## src/rtl/fifo_param_if.sv

```systemverilog
// ============================================================================
//  Module   : fifo_param_if
//  Brief    : Write/read/status bundle for fifo_param (master = user, slave = FIFO)
//  Revision : 1.0
// ============================================================================
`default_nettype none

interface fifo_param_if #(
   parameter int WIDTH = 8,
   parameter int DEPTH = 16
);
   localparam int c_CW = $clog2(DEPTH) + 1;

   logic              wr_en;
   logic [WIDTH-1:0]  din;
   logic              rd_en;
   logic              clr_err;
   logic [WIDTH-1:0]  dout;
   logic              full;
   logic              empty;
   logic              almost_full;
   logic              almost_empty;
   logic [c_CW-1:0]   count;
   logic              overflow;
   logic              underflow;

   modport master (
      output wr_en, din, rd_en, clr_err,
      input  dout, full, empty, almost_full, almost_empty, count, overflow, underflow
   );

   modport slave (
      input  wr_en, din, rd_en, clr_err,
      output dout, full, empty, almost_full, almost_empty, count, overflow, underflow
   );
endinterface

`default_nettype wire

```

## src/rtl/fifo_param.sv

```systemverilog
// ============================================================================
//  Module   : fifo_param
//  Brief    : Single-clock synchronous FIFO with occupancy count, almost
//             flags and sticky overflow/underflow. Define FIFO_FWFT_EN for
//             first-word-fall-through reads (default: registered dout).
//  Revision : 1.0
// ============================================================================
`default_nettype none

module fifo_param #(
   parameter int WIDTH    = 8,
   parameter int DEPTH    = 16,
   parameter int AF_LEVEL = DEPTH - 2,
   parameter int AE_LEVEL = 2
) (
   input  wire logic   clk,
   input  wire logic   rst_n,
   fifo_param_if.slave bus
);

   localparam int c_AW = $clog2(DEPTH);
   localparam int c_CW = c_AW + 1;

   localparam logic [c_AW-1:0] c_PTR_ONE = c_AW'(1);
   localparam logic [c_CW-1:0] c_CNT_ONE = c_CW'(1);
   localparam logic [c_CW-1:0] c_DEPTH   = c_CW'(DEPTH);
   localparam logic [c_CW-1:0] c_AF      = c_CW'(AF_LEVEL);
   localparam logic [c_CW-1:0] c_AE      = c_CW'(AE_LEVEL);

   logic [WIDTH-1:0] r_mem [DEPTH];
   logic [c_AW-1:0]  r_wr_ptr;
   logic [c_AW-1:0]  r_rd_ptr;
   logic [c_CW-1:0]  r_count;
   logic             r_full;
   logic             r_empty;
   logic             r_almost_full;
   logic             r_almost_empty;
   logic             r_overflow;
   logic             r_underflow;

   logic             w_wr_ok;
   logic             w_rd_ok;
   logic [c_CW-1:0]  w_count_nxt;

   // Acceptance uses the registered flags; a full FIFO still takes a write
   // when a read frees a slot on the same edge.
   assign w_rd_ok = bus.rd_en && !r_empty;
   assign w_wr_ok = bus.wr_en && (!r_full || bus.rd_en);

   assign w_count_nxt = r_count
                      + (w_wr_ok ? c_CNT_ONE : '0)
                      - (w_rd_ok ? c_CNT_ONE : '0);

   always_ff @(posedge clk) begin
      if (w_wr_ok) begin
         r_mem[r_wr_ptr] <= bus.din;
      end
   end

   always_ff @(posedge clk or negedge rst_n) begin
      if (!rst_n) begin
         r_wr_ptr       <= '0;
         r_rd_ptr       <= '0;
         r_count        <= '0;
         r_full         <= 1'b0;
         r_empty        <= 1'b1;
         r_almost_full  <= 1'b0;
         r_almost_empty <= 1'b1;
      end else begin
         if (w_wr_ok) begin
            r_wr_ptr <= r_wr_ptr + c_PTR_ONE;
         end
         if (w_rd_ok) begin
            r_rd_ptr <= r_rd_ptr + c_PTR_ONE;
         end
         r_count        <= w_count_nxt;
         r_full         <= (w_count_nxt == c_DEPTH);
         r_empty        <= (w_count_nxt == '0);
         r_almost_full  <= (w_count_nxt >= c_AF);
         r_almost_empty <= (w_count_nxt <= c_AE);
      end
   end

   // Error events take priority over a same-cycle clear.
   always_ff @(posedge clk or negedge rst_n) begin
      if (!rst_n) begin
         r_overflow  <= 1'b0;
         r_underflow <= 1'b0;
      end else begin
         if (bus.wr_en && !w_wr_ok) begin
            r_overflow <= 1'b1;
         end else if (bus.clr_err) begin
            r_overflow <= 1'b0;
         end
         if (bus.rd_en && !w_rd_ok) begin
            r_underflow <= 1'b1;
         end else if (bus.clr_err) begin
            r_underflow <= 1'b0;
         end
      end
   end

`ifdef FIFO_FWFT_EN
   assign bus.dout = r_empty ? '0 : r_mem[r_rd_ptr];
`else
   logic [WIDTH-1:0] r_dout;

   always_ff @(posedge clk or negedge rst_n) begin
      if (!rst_n) begin
         r_dout <= '0;
      end else if (w_rd_ok) begin
         r_dout <= r_mem[r_rd_ptr];
      end
   end

   assign bus.dout = r_dout;
`endif

   assign bus.full         = r_full;
   assign bus.empty        = r_empty;
   assign bus.almost_full  = r_almost_full;
   assign bus.almost_empty = r_almost_empty;
   assign bus.count        = r_count;
   assign bus.overflow     = r_overflow;
   assign bus.underflow    = r_underflow;

endmodule

`default_nettype wire
```

## src/flat_wrapper.sv

```systemverilog
// flat-port wrapper written by rule: the top's interface ports become plain ports
module fifo_param_flat 
#(
   parameter int WIDTH    = 8,
   parameter int DEPTH    = 16,
   parameter int AF_LEVEL = DEPTH - 2,
   parameter int AE_LEVEL = 2
)
  (clk, rst_n, bus_wr_en, bus_din, bus_rd_en, bus_clr_err, bus_dout, bus_full, bus_empty, bus_almost_full, bus_almost_empty, bus_count, bus_overflow, bus_underflow);
  fifo_param_if #(.WIDTH(WIDTH), .DEPTH(DEPTH)) bus_i ();
  input  wire logic clk;
  input  wire logic rst_n;
  input wire logic [$bits(bus_i.wr_en)-1:0] bus_wr_en;
  input wire logic [$bits(bus_i.din)-1:0] bus_din;
  input wire logic [$bits(bus_i.rd_en)-1:0] bus_rd_en;
  input wire logic [$bits(bus_i.clr_err)-1:0] bus_clr_err;
  output wire logic [$bits(bus_i.dout)-1:0] bus_dout;
  output wire logic [$bits(bus_i.full)-1:0] bus_full;
  output wire logic [$bits(bus_i.empty)-1:0] bus_empty;
  output wire logic [$bits(bus_i.almost_full)-1:0] bus_almost_full;
  output wire logic [$bits(bus_i.almost_empty)-1:0] bus_almost_empty;
  output wire logic [$bits(bus_i.count)-1:0] bus_count;
  output wire logic [$bits(bus_i.overflow)-1:0] bus_overflow;
  output wire logic [$bits(bus_i.underflow)-1:0] bus_underflow;
  assign bus_i.wr_en = bus_wr_en;
  assign bus_i.din = bus_din;
  assign bus_i.rd_en = bus_rd_en;
  assign bus_i.clr_err = bus_clr_err;
  assign bus_dout = bus_i.dout;
  assign bus_full = bus_i.full;
  assign bus_empty = bus_i.empty;
  assign bus_almost_full = bus_i.almost_full;
  assign bus_almost_empty = bus_i.almost_empty;
  assign bus_count = bus_i.count;
  assign bus_overflow = bus_i.overflow;
  assign bus_underflow = bus_i.underflow;
  fifo_param #(.WIDTH(WIDTH), .DEPTH(DEPTH), .AF_LEVEL(AF_LEVEL), .AE_LEVEL(AE_LEVEL)) u_core (.clk(clk), .rst_n(rst_n), .bus(bus_i));
endmodule
```

## config.mk

```make
export PLATFORM = sky130hd
export DESIGN_NAME = fifo_param_flat
export DESIGN_NICKNAME = d
export VERILOG_FILES = /design/src/rtl/fifo_param_if.sv /design/src/rtl/fifo_param.sv /design/src/flat_wrapper.sv
export SDC_FILE = /design/constraint.sdc
export NUM_CORES = 1
export LEC_CHECK = 0
export BUFFER_PORTS_ARGS = -buffer_cell sky130_fd_sc_hd__buf_2
export CORE_ASPECT_RATIO = 1.2
export CORE_MARGIN = 1
export CORE_UTILIZATION = 65
export DETAILED_ROUTE_END_ITERATION = 12
export HOLD_SLACK_MARGIN = 0.12
export PLACE_DENSITY = 0.84
export SKIP_CTS_REPAIR_TIMING = 1
export SLEW_MARGIN = 20
export SYNTH_ARGS = -nofsm -noshare
export SYNTH_HDL_FRONTEND = slang
export SYNTH_SLANG_ARGS = --single-unit
```

## constraint.sdc

```tcl
create_clock -name clk -period 6.1 [get_ports clk]
set_clock_uncertainty 0.05 [all_clocks]
set_input_delay 1.22 -clock clk [delete_from_list [all_inputs] [get_ports clk]]
set_output_delay 1.22 -clock clk [all_outputs]
set_load 0.01 [all_outputs]
```

=== After elaboration in Yosys (flattened, before gate mapping) ===
Memories as Yosys holds them, arrays and structs flattened. A register that Yosys moved wholly into a read port is not among the register bits.
Index checks and enable logic that the tools add are counted.

* Register bits after elaboration: 19
* RAM bits: 128
* Output and inout port bits: 19
* Memories kept: 1

{| class="wikitable"
|+ Memories
! memory !! depth !! bits a word !! rd ports !! clocked after memory_dff !! wr ports !! line !! text
|-
| u_core.r_mem || 16 || 8 || 1 || 1 || 1 || fifo_param.sv:30 || <nowiki>logic [WIDTH-1:0] r_mem [DEPTH];</nowiki>
|}

* Add/subtract/negate cells: 4
* Order comparisons: 2
* Eq/ne operators: 1
* Muxes and demuxes: 7
* Reduce and logical (&&, ||, !) cells: 13

{| class="wikitable"
|+ Operators with widths
! kind !! number
|-
| $add A4 B1 Y4 const B || 2
|-
| $mux W1 || 7
|-
| $add A5 B5 Y5 || 1
|-
| $eq A5 B5 Y1 const B || 1
|-
| $ge A5 B4 Y1 const B || 1
|-
| $le A5 B2 Y1 const B || 1
|-
| $logic_not A1 Y1 || 5
|-
| $logic_not A5 Y1 || 1
|-
| $sub A5 B5 Y5 || 1
|-
| $logic_and A1 B1 Y1 || 4
|-
| $reduce_bool A2 Y1 || 2
|-
| $logic_or A1 B1 Y1 || 1
|}

=== Logic depth before layout (Yosys ltp) ===
Gate-level depths: netlist of run 1.

* Depth after elaboration: 7
* Mapped depth: 10

=== Worst setup path after synthesis of run 1 ===
No wires, ideal clock.

* Path type: input -> register
* From: input bus_rd_en
* To: register u_core.r_almost_empty (netlist: u_core.bus.almost_empty)
* Library setup time: 0.105 ns
* Arrival time: 3.018 ns
* Data required time: 5.945 ns
* Setup slack: 2.927 ns
* Stages: 10
* Buffers on the path: 0
* Path through: nand2b_1 -> inv_1 -> ha_1 -> inv_1 -> ha_1 -> fa_1 -> a21o_1 -> a21oi_2 -> xnor2_2 -> a2111oi_2

* Elaborated cells between the ends (all ways): 8
* Those cells by class: add/sub: 2; order compare: 1; mux: 2; reduce/logical: 3

{| class="wikitable"
|+ RTL lines
! item !! line !! text
|-
| start, declared || flat_wrapper.sv:15 || <nowiki>input wire logic [$bits(bus_i.rd_en)-1:0] bus_rd_en;</nowiki>
|-
| $logic_and A1 B1 Y1 || fifo_param.sv:47 || <nowiki>assign w_rd_ok = bus.rd_en && !r_empty;</nowiki>
|-
| via u_core.w_rd_ok || fifo_param.sv:42 || <nowiki>logic w_rd_ok;</nowiki>
|-
| $mux W1 || fifo_param.sv:52 || <nowiki>- (w_rd_ok ? c_CNT_ONE : '0);</nowiki>
|-
| $sub A5 B5 Y5 || fifo_param.sv:52 ||
|-
| via u_core.w_count_nxt[4] || fifo_param.sv:43 || <nowiki>logic [c_CW-1:0] w_count_nxt;</nowiki>
|-
| $le A5 B2 Y1 || fifo_param.sv:80 || <nowiki>r_almost_empty <= (w_count_nxt <= c_AE);</nowiki>
|-
| end signal, assigned || fifo_param.sv:80 ||
|-
| end, declared || fifo_param.sv:37 || <nowiki>logic r_almost_empty;</nowiki>
|}

The timed path passes the listed nets, and every way through them passes these cells.
A chain may end at the register's enable or synchronous reset.

=== Worst setup path after layout of run 1 ===
Same ends and word-level chain as after synthesis.

==> qor.yml, run 1 <==
yosys:
  synth.avg_cell_area_um2: 15.5
  syn_area_um2: 6280
  synthesis.nets: 429
  yosysTopAreaCell: "edfxtp_1"
  synth.cells.most_frequent: "128 x edfxtp_1, 64 x mux2i_1, 33 x nand2_1, 26 x nand3_1, 25 x dfrtp_1"
  ys_seq_elements: 155
  synth_top_family_by_area: "multiplexers"
  synth_cell_type_count: 37
  async_flop_share_pct: 17.4
  synth_edf_count: 128
  synthTopCellsByArea: "edfxtp_1 61%, mux2i_1 10%, dfrtp_1 10%"
  synthAdderAreaFrac_pct: 2.31
  yosysSeqAreaShare_pct: 72.0
  post-synth-top-count-cell: "edfxtp_1"
  syn_inst: 405
  synth_compound_area_share_pct: 4.29
  synth-simple-area-share_pct: 6.74
  synth_xor_area_share_pct: 1.63
  synthFlopType: "edfxtp_1"
  synth_top_area_share_pct: 61.2
  ys_warn_count: 0
  muxShareOfSynthArea_pct: 10.2
cts:
  tritoncts: "built"
  cts.sinks: 155
  htree_levels: 4
  cts_buffers: 17
  clockRootBuffer: "clkbuf_8"
  clock_path_buffers: 2
  clk_pin_slew_ns: 0.06
  clk_latency_ns: 0.52
power_and_ir_drop:
  p_sw_share_pct: 32.7
  power.leakage_uw: 0.00276
  seqPwrFrac_pct: 39.7
  peakVddDrop_uv: 437
  p_sw_uw: 1200
  p_comb_share_pct: 31.4
  power_frac_clock_pct: 28.9
  powerDensity_nw_per_um2: 512
  intPower_uw: 2460
sta:
  worst_slew_pin_slew_ns: 1.06
  setup_tns_ns: 0
  finalSetupViolations: 0
  slew_headroom_pct: 28.9
  slew_violations: 0
  rsz0062_at_grt: "no"
  post-route-period-util_pct: 56.0
  period_needed_ns: 3.42
  finalHoldViolCount: 0
  finalWorstSetupSlack_ns: 2.68
  fmax_mhz: 293
floorplan:
  core_area_um2: 9220
  die_w_um: 91.7
  io_pins: 32
  die-area_um2: 10100
  die_h_um: 110
  initial_utilization_pct: 68.1
  num_rows: 38
route:
  detail-route-antenna-nets: 0
  route.vias.total: 3575
  wl_per_cell_um: 22.5
  first_pass_iters: 7
  routed_wl_um: 13000
  drc_errors: 0
  drt_iter0_markers: 280
  via_per_inst: 6.20
worst_setup_path:
  crit_path_start: "bus_rd_en"
  cp_data_required_time_ns: 6.46
  setup.worst_path.end_class: "flip-flop"
  cp-start-kind: "input port"
  path_class: "input port to flip-flop"
  rrSetupSlack_ns: 2.90
  crit_end: "u_core.bus.almost_empty"
  crit_fanout: 11
  r2r-end: "u_core.bus.almost_empty"
  critical_path.max_stage_delay_ns: 0.42
  reg2regPathDepth: 10
  critPathArrivalTime_ns: 3.78
  cpMaxStageDelayCell: "fa_1"
  path_cells: "buf_2 -> nand2b_1 -> inv_1 -> ha_1 -> inv_1 -> ha_1 -> fa_1 -> a21o_1 -> a21oi_2 -> xnor2_2 -> a2111oi_2"
  rr_startpoint: "u_core.bus.empty"
cells_and_area:
  layout-drive-gt1-share_pct: 16.8
  nFillCells: 521
  final_nets: 468
  num_antenna_cells: 0
  area_delta_synth_final_pct: 13.8
global_route:
  overflow: 0
  groute.usage.overall_pct: 28.5
  antenna_found_initial: 0
  grt_pass1_wl_um: 20100
  grt_max_degree: 61
  first_global_vias: 3623
placement:
  preCtsSetupSlack_ns: 2.21
  dp_hpwl_um: 8100
  io_buffers: 31
  gp_congestion: 0.891
status:
  status: "complete, no violations"
min_path:
  hold_start: "u_core.bus.dout[3]"
  hp-class: "flip-flop to flip-flop"
flow_run:
  max_cap_violations: 0
==> worst max-delay path: cells and delay by family <==
kind	cells	cell delay (ns)
AND/OR/NAND/NOR	1	0.38
XOR/XNOR	1	0.13
adder cells (fa/ha/maj)	3	0.96
buffers and inverters	3	0.35
AO/OA/AOI/OAI	3	0.73
==> worst min-delay path by stage <==
stage                                    end  slack, ns  depth (start not counted)
after detailed placement  u_core.bus.dout[4]       0.42                          2
after CTS                 u_core.bus.dout[7]       0.45                          2
final                     u_core.bus.dout[3]       0.45                          2
after floorplan           u_core.r_rd_ptr[3]       0.41                          1
after global placement    u_core.bus.dout[4]       0.41                          2
after global routing      u_core.bus.dout[3]       0.46                          2
==> cells by family (layout without fill, tap and decap cells) <==
logic type                 count (synthesis)  in the layout
adders and majority gates                 11             11
buffers and inverters                     36             88
DFF                                      155            155
muxes                                     64             64
and+or+nand+nor                           88             88
xor gates and xnor gates                  10             10
AOI/OAI and AO/OA                         41             41
==> power groups by stage <==
stage	Clock, uW	Sequential [uW]	Combinational, uW
final	1060	1450	1150
after global routing	1110	1470	1250
after CTS	1070	1450	1150
after detailed placement	0	1460	1130
after global placement	0	1450	1080
after floorplan	0	1440	836
==> layout make-up <==
| cell class | instances | area [um^2] | area share [%] |
|---|---|---|---|
| Clock buffer | 22 | 453 | 6.34 |
| Sequential cell | 155 | 4530 | 63.3 |
| Clock inverter | 10 | 146 | 2.05 |
| Tap cell | 120 | 150 | 2.10 |
| Inverter | 17 | 63.8 | 0.893 |
| Timing Repair Buffer | 39 | 215 | 3.01 |
| Multi-Input combinational cell | 214 | 1590 | 22.3 |
==> sequential cells by signal, summed over array words and instances, names as in the netlist, 4 cells and up <==
register and count:
u_core.r_mem 128, u_core.bus.dout 8, u_core.bus.count 5, u_core.r_wr_ptr 4, u_core.r_rd_ptr 4
==> stage by stage <==
| step | util, % | instances | hold WS (ns) | instance area [um^2] | total power, uW |
|---|---|---|---|---|---|
| finish | 77.5 | 577 | 0.445 | 7140 | 3660 |
| global route | 77.5 | 577 | 0.456 | 7140 | 3830 |
| CTS | 77.4 | 577 | 0.445 | 7140 | 3660 |
| detailed placement | 70.9 | 545 | 0.422 | 6540 | 2590 |
| global placement | 70.8 | 545 | 0.415 | 6540 | 2530 |
| floorplan | - | 405 | 0.412 | 6280 | 2280 |
==> layout by cell type, fill, tap and decap left out, types with 2 or more instances in the layout <==
cell and count:
dfrtp_1 24, nand2_1 33, buf_4 8, a21oi_1 17, buf_2 31, clkbuf_1 3
dfstp_2 2, nor3b_1 2, nor2_1 4, inv_1 16, mux2i_1 64, a21o_1 2
nor3_1 4, clkinv_2 3, bufinv_16 4, edfxtp_1 128, xnor2_2 2, o21ai_0 2
a22oi_1 16, clkinv_1 3, nand3_1 26, nor4_1 4, ha_1 10, clkbuf_8 3
and2_1 5, clkbuf_16 16, xnor2_1 7, nand2b_1 2
==> per-layer routing <==
metal / track usage [%] / vias to the layer above / wire (um)
met5: 0 / - / 0
met4: 13.5 / 0 / 428
met3: 7.95 / 31 / 960
met2: 47.6 / 176 / 6680
met1: 35.1 / 1777 / 4890
li1: - / 1591 / -
No activity file was read; power rests on OpenSTA's default activity.
==> inputs of run 2 (changes only) <==
Settings changed: CORE_UTILIZATION 65 to 60, PLACE_DENSITY 0.84 to 0.78.
Clock period 6.1 ns to 3.16 ns, I/O delays scaled along.
==> run 2 against run 1 <==
Effect of this change:
- clock power grew 86%
- setup slack lost 2.2 ns
- highest routed layer unchanged
- design area up 0.58%
- via count is 1.8% lower
- register-to-register slack got worse by 2.5 ns
- utilization down 6.4 points
- sequential power grew 92%
- combinational power grew 92%
- global-route usage down 2.4 points
- non-clock buffer count increased by 8
- largest cell class unchanged
- critical path depth decreased by 1
- clock-buffer cell count unchanged
==> qor.yml, run 2 (same netlist as run 1, synthesis figures left out) <==
status:
  status: "complete, no violations"
flow_run:
  max_cap_violations: 0
route:
  detail-route-antenna-nets: 0
  wl_per_cell_um: 21.6
  routed_wl_um: 12800
  route.vias.total: 3511
  drt_iter0_markers: 298
  drc_errors: 0
  via_per_inst: 5.94
  first_pass_iters: 5
floorplan:
  die_h_um: 114
  io_pins: 32
  num_rows: 40
  initial_utilization_pct: 62.1
  die_w_um: 95.4
  die-area_um2: 10900
  core_area_um2: 10100
sta:
  setup_tns_ns: 0
  fmax_mhz: 369
  slew_headroom_pct: 44.5
  finalHoldViolCount: 0
  whs_ns: 0.200
  finalSetupViolations: 0
  slew_violations: 0
  rsz0062_at_grt: "no"
  post-route-period-util_pct: 85.8
  period_needed_ns: 2.71
  worst_slew_pin_slew_ns: 0.829
worst_setup_path:
  cp-start-kind: "flip-flop"
  setup.worst_path.end_class: "flip-flop"
  rr_startpoint: "u_core.bus.empty"
  r2r-end: "u_core.bus.almost_empty"
  reg2regPathDepth: 10
  crit_fanout: 5
  critPathArrivalTime_ns: 2.98
  cp_data_required_time_ns: 3.42
  rrSetupSlack_ns: 0.45
  path_class: "flip-flop to flip-flop"
min_path:
  hp-class: "input port to asynchronous set/reset pin"
cts:
  tritoncts: "built"
  clockRootBuffer: "clkbuf_16"
  clock_path_buffers: 2
  htree_levels: 4
  clk_pin_slew_ns: 0.06
  clk_latency_ns: 0.42
  cts_buffers: 17
  cts.sinks: 155
cells_and_area:
  largest_reg_flops: 128
  regMostFlops: "u_core.r_mem"
  final_common_cell: "edfxtp_1"
  final_nets: 476
  num_antenna_cells: 0
  mostFrequentLayoutCells: "128 x edfxtp_1, 64 x mux2i_1, 33 x nand2_1"
  fin_area_um2: 7190
  area_delta_synth_final_pct: 14.5
  layout-drive-gt1-share_pct: 17.6
placement:
  placed_area_um2: 6620
  io_buffers: 31
  dp_hpwl_um: 7910
  gp_congestion: 0.855
power_and_ir_drop:
  powerDensity_nw_per_um2: 970
  peakVddDrop_uv: 1020
  power.leakage_uw: 0.00278
global_route:
  grt_pass1_wl_um: 19700
  antenna_found_initial: 0
  groute.usage.overall_pct: 26.1
  grt_max_degree: 40
  first_global_vias: 3514
  overflow: 0
[run 2: cell count changes in the layout (fill, tap and decap cells not counted), sizes merged]
cell and delta:
bufinv -1, buf +8, clkinvlp +1
[run 2: worst max-delay path by stage]
stage | depth (start not counted) | end | slack (ns) | startpoint
global placement | 11 | u_core.bus.almost_empty | 0.35 | bus_rd_en
CTS | 10 | u_core.bus.almost_empty | 0.42 | u_core.bus.empty
finish | 10 | u_core.bus.almost_empty | 0.45 | u_core.bus.empty
floorplan | 10 | u_core.bus.almost_empty | 0.58 | bus_rd_en
global route | 10 | u_core.bus.almost_empty | 0.29 | u_core.bus.empty
detailed placement | 11 | u_core.bus.almost_empty | 0.27 | bus_rd_en
[run 2: final cells by class]
class                           instances  area [um^2]
Multi-Input combinational cell        214         1580
Clock inverter                         10          126
Clock buffer                           22          444
Inverter                               17         63.8
Sequential cell                       155         4530
Fill cell                             649         2920
Tap cell                              126          158
Timing Repair Buffer                   47          288
[run 2: worst max-delay path, cell delays in order, from the launching register on]
cell and delay (ns):
dfstp_2 0.55, nand2b_1 0.13, inv_1 0.09, ha_1 0.28
inv_1 0.04, ha_1 0.23, fa_1 0.41, a21o_1 0.19
a21oi_2 0.17, xnor2_2 0.13, a2111oi_2 0.35
[run 2: metrics by stage]
step	cells	setup WS, ns	util (%)	total power (uW)
6_report	591	0.448	71.1	6970
2_1_floorplan	405	0.575	-	4400
5_1_grt	591	0.287	71.1	7310
3_5_place_dp	559	0.268	65.4	5020
3_3_place_gp	559	0.352	65.4	4950
4_1_cts	591	0.423	71.1	6990
[run 2: layer usage]
layer / wire [um] / global-route usage [%] / up-vias
met3: 768 / 6.60 / 25
met1: 5120 / 34.0 / 1751
met5: 0 / 0 / -
li1: - / - / 1607
met4: 293 / 11.4 / 0
met2: 6570 / 41.7 / 128
[run 2: report_power, final]
| group | internal, uW | switching [uW] |
|---|---|---|
| combinational | 894 | 1310 |
| sequential | 2580 | 212 |
| clock | 1230 | 741 |
| total | 4700 | 2270 |
==> inputs of run 3 (changes only) <==
Settings changed: CORE_UTILIZATION 60 to 55, PLACE_DENSITY 0.78 to 0.76.
Clock period 3.16 ns to 2.2 ns, I/O delays scaled along.
==> run 3 against run 2 <==
Effect of this change:
- the flow now finishes with violations (setup timing)
- die area rose by 8.9%
- first-iteration DRC count is 9.1% higher
- global-route usage decreased by 2.8 points
- clock power grew 36%
- worst hold slack got worse by 0.030 ns
- setup slack worse by 0.64 ns
- largest power group unchanged
- highest routed layer unchanged
==> qor.yml, run 3 (same netlist as run 1, synthesis figures left out) <==
status:
  status: "finished with violations"
  violations: "setup timing"
power_and_ir_drop:
  power.leakage_uw: 0.00285
  power_frac_clock_pct: 26.3
  p_sw_uw: 3380
  peakVddDrop_uv: 1440
  seqPwrFrac_pct: 39.6
  p_comb_share_pct: 34.1
  intPower_uw: 6810
  powerDensity_nw_per_um2: 1380
  p_sw_share_pct: 33.2
placement:
  dp_hpwl_um: 8180
  gp_congestion: 0.875
  io_buffers: 31
route:
  drt_iter0_markers: 325
  detail-route-antenna-nets: 0
  route.vias.total: 3554
  wl_met3_um: 759
  wl_per_cell_um: 19.7
  drt-met1-wl_um: 4880
  met2_length_um: 6580
  drc_errors: 0
  routed_wl_um: 12500
  maxUsedRoutingLayer: "met4"
  via_per_inst: 5.60
  first_pass_iters: 5
sta:
  slew_headroom_pct: 57.0
  post-route-period-util_pct: 109
  slew_violations: 0
  finalWorstSetupSlack_ns: -0.188
  period_needed_ns: 2.39
  whs_ns: 0.170
  fmax_mhz: 419
  finalSetupViolations: 5
  rsz0062_at_grt: "yes"
  finalHoldViolCount: 0
  worst_slew_pin_slew_ns: 0.645
cts:
  clk_latency_ns: 0.42
  clockRootBuffer: "clkbuf_16"
  htree_levels: 4
  cts_buffers: 17
  tritoncts: "built"
  cts.sinks: 155
  clk_pin_slew_ns: 0.06
  clock_path_buffers: 2
worst_setup_path:
  cp_data_required_time_ns: 2.46
  critical_path.max_stage_delay_ns: 0.52
  cpMostUsedCell: "ha_4"
  crit_fanout: 5
  critPathArrivalTime_ns: 2.65
  reg2regPathDepth: 10
  r2r-end: "u_core.bus.almost_full"
  crit_end: "u_core.bus.almost_full"
  setup.worst_path.end_class: "flip-flop"
  path_cells: "nand2b_4 -> inv_4 -> ha_4 -> inv_2 -> ha_4 -> fa_2 -> a21o_1 -> a21oi_2 -> xnor2_2 -> a31o_2"
  path_class: "flip-flop to flip-flop"
  cpMaxStageDelayCell: "dfstp_2"
  crit_path_start: "u_core.bus.empty"
  rr_startpoint: "u_core.bus.empty"
  cp-start-kind: "flip-flop"
  rrSetupSlack_ns: -0.19
floorplan:
  core_area_um2: 11100
  die-area_um2: 11800
  io_pins: 32
  initial_utilization_pct: 56.6
  num_rows: 42
  die_w_um: 99.5
  die_h_um: 119
cells_and_area:
  largest_reg_flops: 128
  final_common_cell: "edfxtp_1"
  mostFrequentLayoutCells: "128 x edfxtp_1, 64 x mux2i_1, 33 x nand2_1"
  final_nets: 492
  area_delta_synth_final_pct: 17.4
  num_antenna_cells: 0
  final_util_pct: 66.5
  nFillCells: 768
  regMostFlops: "u_core.r_mem"
  layout-drive-gt1-share_pct: 22.5
global_route:
  groute.usage.overall_pct: 23.3
  overflow: 0
  first_global_vias: 3563
  antenna_found_initial: 0
  grt_max_degree: 31
  grt_pass1_wl_um: 19500
flow_run:
  max_cap_violations: 0
min_path:
  hold_start: "bus_clr_err"
  hp-class: "input port to flip-flop"
run 3: changes by cell type in the layout (fill, tap and decap cells not counted), moves of 2 or more:
| cell | change |
|---|---|
| ha_1 | -2 |
| ha_4 | +2 |
| clkbuf_1 | -3 |
| buf_4 | +15 |
| clkinv_4 | +2 |
| inv_1 | -2 |
| bufinv_16 | -2 |
run 3: layout make-up:
class                      instances  area [um^2]  area share [%]
inverter                          17         66.3           0.900
timing repair buffer              63          410            5.57
multi-input combinational        214         1630            22.1
clock buffer                      20          447            6.06
tap                              154          193            2.61
sequential                       155         4530            61.4
clock inverter                    12          100            1.36
run 3: worst min path at each step:
stage	endpoint	slack, ns	cells past startpoint
2_1_floorplan	u_core.bus.almost_full	0.09	0
3_3_place_gp	u_core.bus.dout[6]	0.41	2
3_5_place_dp	u_core.bus.dout[4]	0.41	2
4_1_cts	u_core.bus.count[2]	0.002	1
5_1_grt	u_core.bus.overflow	0.17	2
6_report	u_core.bus.underflow	0.17	2
run 3: stage by stage:
stage               area, um^2  setup WS (ns)  instances  total power, uW  TNS, ns
finish                    7370         -0.188        635            10200   -0.774
detailed placement        6800         -0.198        600             7490   -0.732
global route              7370         -0.269        635            10700    -1.21
floorplan                 6330         -0.171        405             6430   -0.576
CTS                       7340         -0.206        632            10200   -0.783
global placement          6800         -0.147        600             7380   -0.500
run 3: worst max-delay path, delay by kind of cell (launching register included):
| family | cells | cell delay [ns] |
|---|---|---|
| flip-flops | 1 | 0.52 |
| AND/OR/NAND/NOR | 1 | 0.13 |
| buffers and inverters | 2 | 0.08 |
| XOR/XNOR | 1 | 0.12 |
| AO/OA/AOI/OAI | 3 | 0.59 |
| adder cells (fa/ha/maj) | 3 | 0.78 |
run 3: power groups by stage:
stage                     Combinational, uW  Sequential, uW  Clock [uW]
after floorplan                        2420            4000           0
after global placement                 3310            4070           0
after detailed placement               3400            4090           0
after CTS                              3420            4040        2700
after global routing                   3790            4090        2840
final                                  3480            4040        2680
run 3: routing by layer:
layer	GRT usage, %	vias to the layer above
met2	39.2	128
met4	9.38	0
li1	-	1638
met1	27.7	1766
met3	7.57	22
met5	0	-
